## src/rtl/reorder_buffer_pkg.sv

```systemverilog
// Shared sizing, state and bundle types for the reorder buffer slice.
// Lane valid is bit 15 of opid in every bundle that carries one.
package reorder_buffer_pkg;
  localparam int RWD   = 2;
  localparam int CWD   = 2;
  localparam int WBWD  = 2;
  localparam int ROBSZ = 16;
  localparam int PRNUM = 64;
  localparam int IW    = $clog2(ROBSZ);
  localparam int PW    = $clog2(PRNUM);
  localparam int AW    = $clog2(RWD + 1);
  localparam int CW    = $clog2(CWD + 1);

  typedef enum logic [1:0] {
    RUN   = 2'd0,
    WALK  = 2'd1,
    REDIR = 2'd2
  } rob_state_t;

  typedef struct packed {
    logic [15:0]        opid;
    logic [31:0]        ir;
    logic [1:0][PW-1:0] prda;
    logic [31:0]        pc;
  } ren_bundle_t;

  typedef struct packed {
    logic [15:0]        opid;
    logic [4:0]         lrda;
    logic [1:0][PW-1:0] prda;
  } com_bundle_t;

  typedef struct packed {
    logic        rollback;
    logic [15:0] opid;
    logic [7:0]  brid;
    logic [31:0] pc;
  } red_bundle_t;

  // Payload held per entry; pc, done and exc live in separate arrays.
  typedef struct packed {
    logic [15:0]        opid;
    logic [4:0]         lrda;
    logic [1:0][PW-1:0] prda;
  } rob_entry_t;

  function automatic com_bundle_t to_com(input rob_entry_t e);
    com_bundle_t c;
    c.opid = e.opid | 16'h8000;
    c.lrda = e.lrda;
    c.prda = e.prda;
    return c;
  endfunction
endpackage

```

## src/rtl/rob_commit_sel.sv

```systemverilog
// In-order commit selector: the longest done, exception-free run of
// entries starting at head, capped at CWD lanes and at the live count.
module rob_commit_sel
  import reorder_buffer_pkg::*;
(
  input  logic            en,
  input  logic [IW:0]     count,
  input  logic [CWD-1:0]  done,
  input  logic [CWD-1:0]  exc,
  output logic [CWD-1:0]  valid,
  output logic [CW-1:0]   num
);
  logic run_s;

  // Grow the prefix lane by lane; a gap or an exception closes it.
  always_comb begin
    valid = '0;
    num   = '0;
    run_s = en;
    for (int j = 0; j < CWD; j++) begin
      run_s    = run_s && done[j] && !exc[j] && ((IW+1)'(j) < count);
      valid[j] = run_s;
      if (run_s) num = num + CW'(1);
      else       num = num;
    end
  end
endmodule

```

## src/rtl/reorder_buffer.sv

```systemverilog
// Reorder buffer: allocates from rename, retires in order, and on an
// excepting head walks youngest-first back to head before redirecting.
module reorder_buffer
  import reorder_buffer_pkg::*;
(
  input  logic                    clk,
  input  logic                    rst,
  input  ren_bundle_t [RWD-1:0]   ren_bundle,
  output logic [RWD-1:0]          rename,
  input  logic                    ren_empty,
  input  logic [WBWD-1:0]         wb_valid,
  input  logic [WBWD-1:0][IW-1:0] wb_robid,
  input  logic [WBWD-1:0]         wb_exc,
  input  logic                    br_valid,
  input  logic [IW-1:0]           br_robid,
  output logic [RWD-1:0][IW-1:0]  robid,
  output com_bundle_t [CWD-1:0]   com_bundle,
  output red_bundle_t             red_bundle
);
  rob_entry_t       entry_r [ROBSZ];
  logic [31:0]      pc_r    [ROBSZ];
  logic [ROBSZ-1:0] done_r, exc_r;
  logic [IW-1:0]    head_r, tail_r, wp_r;
  logic [IW:0]      count_r;
  logic [31:0]      epc_r;
  rob_state_t       state_r;

  logic [CWD-1:0]   win_done_s, win_exc_s, cmt_valid_s;
  logic [CW-1:0]    cmt_num_s;
  logic [AW-1:0]    acc_num_s;
  logic [WBWD-1:0]  wb_live_s;
  logic [IW:0]      free_s, br_count_s;
  logic [IW-1:0]    walk_dist_s;
  logic             exc_start_s, walk_last_s, unused_ren_s;

  assign free_s       = (IW+1)'(ROBSZ) - count_r;
  assign exc_start_s  = (state_r == RUN) && (count_r != '0) && done_r[head_r] && exc_r[head_r];
  assign walk_dist_s  = wp_r - head_r;
  assign walk_last_s  = walk_dist_s < IW'(CWD);
  assign br_count_s   = {1'b0, br_robid - head_r} + (IW+1)'(1) - (IW+1)'(cmt_num_s);
  assign unused_ren_s = ^ren_bundle;

  // Gather done/exc of the oldest CWD entries for the commit selector.
  always_comb begin
    win_done_s = '0;
    win_exc_s  = '0;
    for (int j = 0; j < CWD; j++) begin
      win_done_s[j] = done_r[head_r + IW'(j)];
      win_exc_s[j]  = exc_r[head_r + IW'(j)];
    end
  end

  rob_commit_sel u_commit_sel (
    .en    (state_r == RUN),
    .count (count_r),
    .done  (win_done_s),
    .exc   (win_exc_s),
    .valid (cmt_valid_s),
    .num   (cmt_num_s)
  );

  // Completions only land on live entries, i.e. within [head, tail).
  always_comb begin
    wb_live_s = '0;
    for (int k = 0; k < WBWD; k++) begin
      wb_live_s[k] = wb_valid[k] && ({1'b0, wb_robid[k] - head_r} < count_r);
    end
  end

  // Contiguous-prefix accept; held off on mispredict and on the exception cycle.
  always_comb begin
    logic run;
    rename    = '0;
    acc_num_s = '0;
    run       = (state_r == RUN) && !br_valid && !exc_start_s;
    for (int i = 0; i < RWD; i++) begin
      robid[i]  = tail_r + IW'(i);
      run       = run && ren_bundle[i].opid[15] && ((IW+1)'(i) < free_s);
      rename[i] = run;
      if (run) acc_num_s = acc_num_s + AW'(1);
      else     acc_num_s = acc_num_s;
    end
  end

  // Commit lanes in RUN, youngest-first rollback lanes in WALK, redirect in REDIR.
  always_comb begin
    com_bundle = '0;
    red_bundle = '0;
    case (state_r)
      RUN: begin
        for (int j = 0; j < CWD; j++) begin
          if (cmt_valid_s[j]) com_bundle[j] = to_com(entry_r[head_r + IW'(j)]);
          else                com_bundle[j] = '0;
        end
      end
      WALK: begin
        red_bundle.rollback = 1'b1;
        for (int j = 0; j < CWD; j++) begin
          if (ren_empty && (({1'b0, walk_dist_s} + (IW+1)'(1)) > (IW+1)'(j)))
            com_bundle[j] = to_com(entry_r[wp_r - IW'(j)]);
          else
            com_bundle[j] = '0;
        end
      end
      REDIR: begin
        red_bundle.opid = 16'h8000;
        red_bundle.brid = 8'h00;
        red_bundle.pc   = epc_r;
      end
      default: begin
        com_bundle = '0;
        red_bundle = '0;
      end
    endcase
  end

  // Capture rename payload into freshly allocated entries.
  always_ff @(posedge clk) begin
    for (int i = 0; i < RWD; i++) begin
      if (rename[i]) begin
        entry_r[tail_r + IW'(i)] <= '{opid: ren_bundle[i].opid,
                                      lrda: ren_bundle[i].ir[11:7],
                                      prda: ren_bundle[i].prda};
        pc_r[tail_r + IW'(i)]    <= ren_bundle[i].pc;
      end
    end
  end

  // Pointers, status bits and the RUN/WALK/REDIR sequence.
  always_ff @(posedge clk or posedge rst) begin
    if (rst) begin
      state_r <= RUN;
      head_r  <= '0;
      tail_r  <= '0;
      wp_r    <= '0;
      count_r <= '0;
      epc_r   <= '0;
      done_r  <= '0;
      exc_r   <= '0;
    end else begin
      for (int k = 0; k < WBWD; k++) begin
        if (wb_live_s[k]) begin
          done_r[wb_robid[k]] <= 1'b1;
          if (wb_exc[k]) exc_r[wb_robid[k]] <= 1'b1;
        end
      end
      for (int i = 0; i < RWD; i++) begin
        if (rename[i]) begin
          done_r[tail_r + IW'(i)] <= 1'b0;
          exc_r[tail_r + IW'(i)]  <= 1'b0;
        end
      end
      case (state_r)
        RUN: begin
          head_r <= head_r + IW'(cmt_num_s);
          if (br_valid) begin
            tail_r  <= br_robid + IW'(1);
            count_r <= br_count_s;
          end else begin
            tail_r  <= tail_r + IW'(acc_num_s);
            count_r <= count_r + (IW+1)'(acc_num_s) - (IW+1)'(cmt_num_s);
          end
          if (exc_start_s) begin
            state_r <= WALK;
            epc_r   <= pc_r[head_r];
            wp_r    <= br_valid ? br_robid : tail_r - IW'(1);
          end
        end
        WALK: begin
          if (ren_empty) begin
            if (walk_last_s) state_r <= REDIR;
            else             wp_r    <= wp_r - IW'(CWD);
          end
        end
        REDIR: begin
          head_r  <= '0;
          tail_r  <= '0;
          count_r <= '0;
          done_r  <= '0;
          exc_r   <= '0;
          state_r <= RUN;
        end
        default: state_r <= RUN;
      endcase
    end
  end
endmodule

```

## config.mk

```make
export PLATFORM = sky130hd
export DESIGN_NAME = reorder_buffer
export DESIGN_NICKNAME = d
export VERILOG_FILES = /design/src/rtl/reorder_buffer_pkg.sv /design/src/rtl/rob_commit_sel.sv /design/src/rtl/reorder_buffer.sv
export SDC_FILE = /design/constraint.sdc
export NUM_CORES = 2
export LEC_CHECK = 0
export BUFFER_PORTS_ARGS = -buffer_cell sky130_fd_sc_hd__buf_2
export CAP_MARGIN = 40
export CORE_ASPECT_RATIO = 0.5
export CORE_MARGIN = 5
export CORE_UTILIZATION = 40
export CTS_CLUSTER_SIZE = 8
export DETAILED_ROUTE_END_ITERATION = 7
export GPL_TIMING_DRIVEN = 0
export PLACE_DENSITY = 0.52
export SYNTH_ARGS = -nofsm -noshare
export SYNTH_HDL_FRONTEND = slang
export SYNTH_SLANG_ARGS = --single-unit
```

## constraint.sdc

```tcl
create_clock -name clk -period 13.5 [get_ports clk]
set_input_delay 1.35 -clock clk [delete_from_list [all_inputs] [get_ports clk]]
set_output_delay 1.35 -clock clk [all_outputs]
set_load 0.05 [all_outputs]
```

==> results by group <==
Power and ir drop
  • Combinational Power Share: 60.6%
  • Worst vdd ir: 0.000284 V
  • Clock power frac: 18.4%
  • Sw Ratio: 47.6%
  • Cell internal pwr: 0.0110 W
  • Lkg Pwr: 27.8 nW
  • Sequential share of power: 21.0%
  • PnR Total Power: 0.0209 W
  • Switch Pwr: 0.00994 W
  • Pwr dens: 254 nW/um^2

Critical path
  • R2R Path Start: head_r[0]$_DFFE_PP0P_
  • Cells on worst reg2reg path: 22
  • Critical Path Max Stage Delay: 700 ps
  • Worst EP arrival: 7200 ps
  • Worst-path cell chain: clkbuf_1 > buf_2 > buf_1 > buf_8 > clkbuf_1 > buf_6 > inv_1 > ha_1 > inv_1 > fa_1 > ha_1 > o21ai_0 > mux2i_1 > a31oi_1 > buf_4 > clkbuf_2 > a32o_1 > buf_2
  • R2R setup slack: 7040 ps
  • Startpoint types: flip-flop
  • Worst R2R End: count_r[4]$_DFFE_PP0P_
  • Crit path max-delay cell type: clkbuf_2
  • Req. time, crit path: 12150 ps
  • Crit path max fanout: 11
  • Endpoint class of the critical path: output pin
  • CP Class: reg -> out

Final layout
  • Non-Filler Instances: 7486
  • Multi-input gate area: 35000 sq um
  • Share of layout cells above drive strength 1: 48.5%
  • Fillers: 15300
  • Syn-to-layout area delta: 16.5%
  • Register area: 32800 sq um
  • Final #Nets: 5343

Run status
  • Status: finished with violations
  • Failing checks: design-rule violations

Logic synthesis
  • Synthesized cell area: 70500 sq um
  • Post-synth top flop: edfxtp_1
  • Post-synthesis xor/xnor area fraction: 0.311%
  • Post-synthesis sequential area ratio: 46.6%
  • Compound-Gate Fraction of Synth Area: 2.47%
  • Asr flop ratio synth: 7.50%
  • Synth unique cells: 72
  • Largest family of logic cells by synthesized area: multiplexers
  • Post-synth EDFFs: 1024
  • Syn_area_per_cell: 15.7 sq um
  • Adder-cell share of the synthesized area: 1.20%
  • Post-synthesis register bit count: 1107
  • Yosys warnings: 0
  • Cell count after synthesis: 4477
  • Mux share of post-synthesis cell area: 40.7%
  • Post-Synth Simple-Gate Area: 4.81%

Place
  • Placed cells: 7213
  • Hpwl dp: 221000 um
  • Placer's final routability congestion estimate: 0.975
  • Port Buffers: 257
  • DP Worst Slack: 6040 ps

Global route
  • GRT Residual Overflow: 0
  • Global-route wire length before repair: 437000 um
  • Gr usage total: 34.7%
  • Number of global-route vias before repair: 50300
  • Initial antenna violation count: 33
  • Pin count of the biggest net entering global routing: 53

Worst hold path
  • Cell depth of the worst hold path: 1
  • Hold endpoint: epc_r[0]$_DFFE_PP0P_
  • Hold path startpoint: epc_r[0]$_DFFE_PP0P_
  • Worst Hold Class: reg -> reg

Route
  • Drt first pass iters: 8
  • Total wire length: 328000 um
  • Via count: 52100
  • Met1 wire length: 122000 um
  • Drt drc: 1
  • Met2 wire len: 137000 um
  • WL met3: 46300 um
  • Top Layer Used: met5
  • Antenna-violating nets left: 0
  • Post-DR wirelength/cell: 43.8 um
  • Initial drt markers: 8201
  • Routed vias/inst: 6.96

Clocking
  • Clock latency on the worst-skew pair: 850 ps
  • Clk slew on worst S/H paths: 60 ps
  • Setup bufs post-CTS: 0
  • Hold-fix buffers, CTS: 0
  • H-tree depth: 4
  • CTS tree: done
  • Num Clock Sinks: 1107
  • Clock root buffer: clkbuf_16
  • CTS resizes: 0
  • CTS Buffer Depth: 4
  • CTS Buf Count: 164

Floorplanning
  • FP Rows: 108
  • Die width: 604 um
  • Initial core utilization: 40.4%
  • Core area: 174000 sq um
  • Die Ht: 307 um
  • # IOs: 337
  • Die area: 185000 sq um

STA
  • Skew final: 63.8 ps
  • Fin. Hold Viols: 0
  • Fin crit period: 8550 ps
  • Worst-margin pin slew: 1090 ps
  • WHS: 494 ps
  • Period utilization: 63.3%
  • Setup Viol. Count Final: 0
  • Slew HR: 26.9%
  • Slew Limit Fails: 0
  • Max Clk Rate: 117 MHz
  • Setup_tns: 0 ps
  • Final setup margin: 4950 ps
  • RSZ-0062 raised after global routing: no

Flow run
  • Max_cap viols: 0
## area by class of cell
| type | instances | share of cell area (%) |
|---|---|---|
| multi-input cells | 2789 | 42.7 |
| flip-flops and latches | 1107 | 40.0 |
| clock buffers | 237 | 5.45 |
| repair buffers | 412 | 4.77 |
| well taps | 2310 | 3.52 |
| plain buffers | 521 | 3.12 |
| inverters | 82 | 0.378 |
| diodes | 25 | 0.0762 |
| clock inverters | 3 | 0.0350 |
## power groups by stage
| stage | sequential (W) | combinational (W) | clock, W |
|---|---|---|---|
| global placement | 0.00445 | 0.0112 | 0 |
| floorplan | 0.00435 | 0.00663 | 0 |
| global route | 0.00440 | 0.0127 | 0.00402 |
| detailed placement | 0.00444 | 0.0119 | 0 |
| finish | 0.00438 | 0.0127 | 0.00385 |
| CTS | 0.00437 | 0.0120 | 0.00386 |
## per-layer routing
metal,GRT usage [%],vias to the layer above
met5,0.430,-
li1,-,19500
met1,44.4,27100
met4,18.6,16
met2,49.6,4381
met3,15.0,1059
## how the worst max path moves through the flow
stage | startpoint | endpoint
after global routing | wp_r[0]$_DFFE_PP0P_ | com_bundle[43]
after detailed placement | wp_r[0]$_DFFE_PP0P_ | com_bundle[43]
after CTS | wp_r[0]$_DFFE_PP0P_ | com_bundle[43]
final | wp_r[0]$_DFFE_PP0P_ | com_bundle[43]
after global placement | wp_r[0]$_DFFE_PP0P_ | com_bundle[54]
after floorplan | wp_r[0]$_DFFE_PP0P_ | com_bundle[0]
## state kept, by name, summed over array words and instances (netlist names)
name / flops
tail_r: 4
entry_r: 512
state_r: 2
count_r: 5
epc_r: 32
head_r: 4
done_r: 16
wp_r: 4
pc_r: 512
exc_r: 16
## cell usage after synthesis, drive strengths merged, types with 4 or more instances
cell,count,share of area [%]
a211oi,5,0.053
a21o,9,0.096
a21oi,15,0.11
a311oi,17,0.21
a31oi,35,0.31
a32o,33,0.47
and2,35,0.31
and3,42,0.37
buf,233,1.9
clkbuf,288,1.5
dfrtp,83,2.9
edfxtp,1024,44
fa,9,0.26
ha,53,0.94
inv,82,0.44
mux2,1061,17
mux2i,7,0.099
mux4,740,24
nand2,296,1.6
nand2b,13,0.12
nand3,52,0.37
nand3b,34,0.36
nor2,38,0.20
nor2b,15,0.13
nor3,23,0.18
nor3b,13,0.14
nor4,42,0.54
nor4b,8,0.18
o2111ai,6,0.075
o21a,4,0.043
o21ai,24,0.17
o22ai,13,0.12
o2bb2ai,33,0.41
or2,18,0.16
or3,4,0.036
xnor2,16,0.20
xor2,9,0.11
## layout by cell type (no fill, tap or decap), types with 35 or more instances in the layout
master     synthesis  routed
buf_2             86     384
buf_4             57      62
buf_8              0      64
ha_1              53      53
buf_16             0      35
mux4_2           740     740
nor2_1            38      38
dfrtp_1           83      83
mux2_1           185     185
clkbuf_2           0      50
nand3_1           52      52
buf_6             23      59
edfxtp_1        1024    1024
and3_1            42      42
nand2_1          296     296
a31oi_1           35      35
clkbuf_1         288     306
inv_1             81      80
and2_1            35      35
mux2_2           876     876
clkbuf_16          0     168
## worst max-delay path, delay by kind of cell (launching register included)
| kind | cells | cell delay, ps |
|---|---|---|
| buffers and inverters | 11 | 3910 |
| AOI/OAI and AO/OA | 3 | 1070 |
| adders and majority gates | 3 | 940 |
| DFF | 1 | 320 |
| muxes | 1 | 110 |
## metrics by stage
step / utilization (%) / cell area, sq um
6_report: 47.1 / 82100
5_1_grt: 47.1 / 82100
4_1_cts: 47.0 / 81900
3_5_place_dp: 44.4 / 77400
3_3_place_gp: 42.9 / 74700
2_1_floorplan: - / 70500
## cells by family after synthesis
logic type                 after synthesis
muxes                                 1808
AOI/OAI and AO/OA                      227
adders and majority gates               62
and+or+nand+nor                        644
other                                    1
DFF                                   1107
xor gates and xnor gates                25
buffers and inverters                  603
No activity file was read; power rests on OpenSTA's default activity.
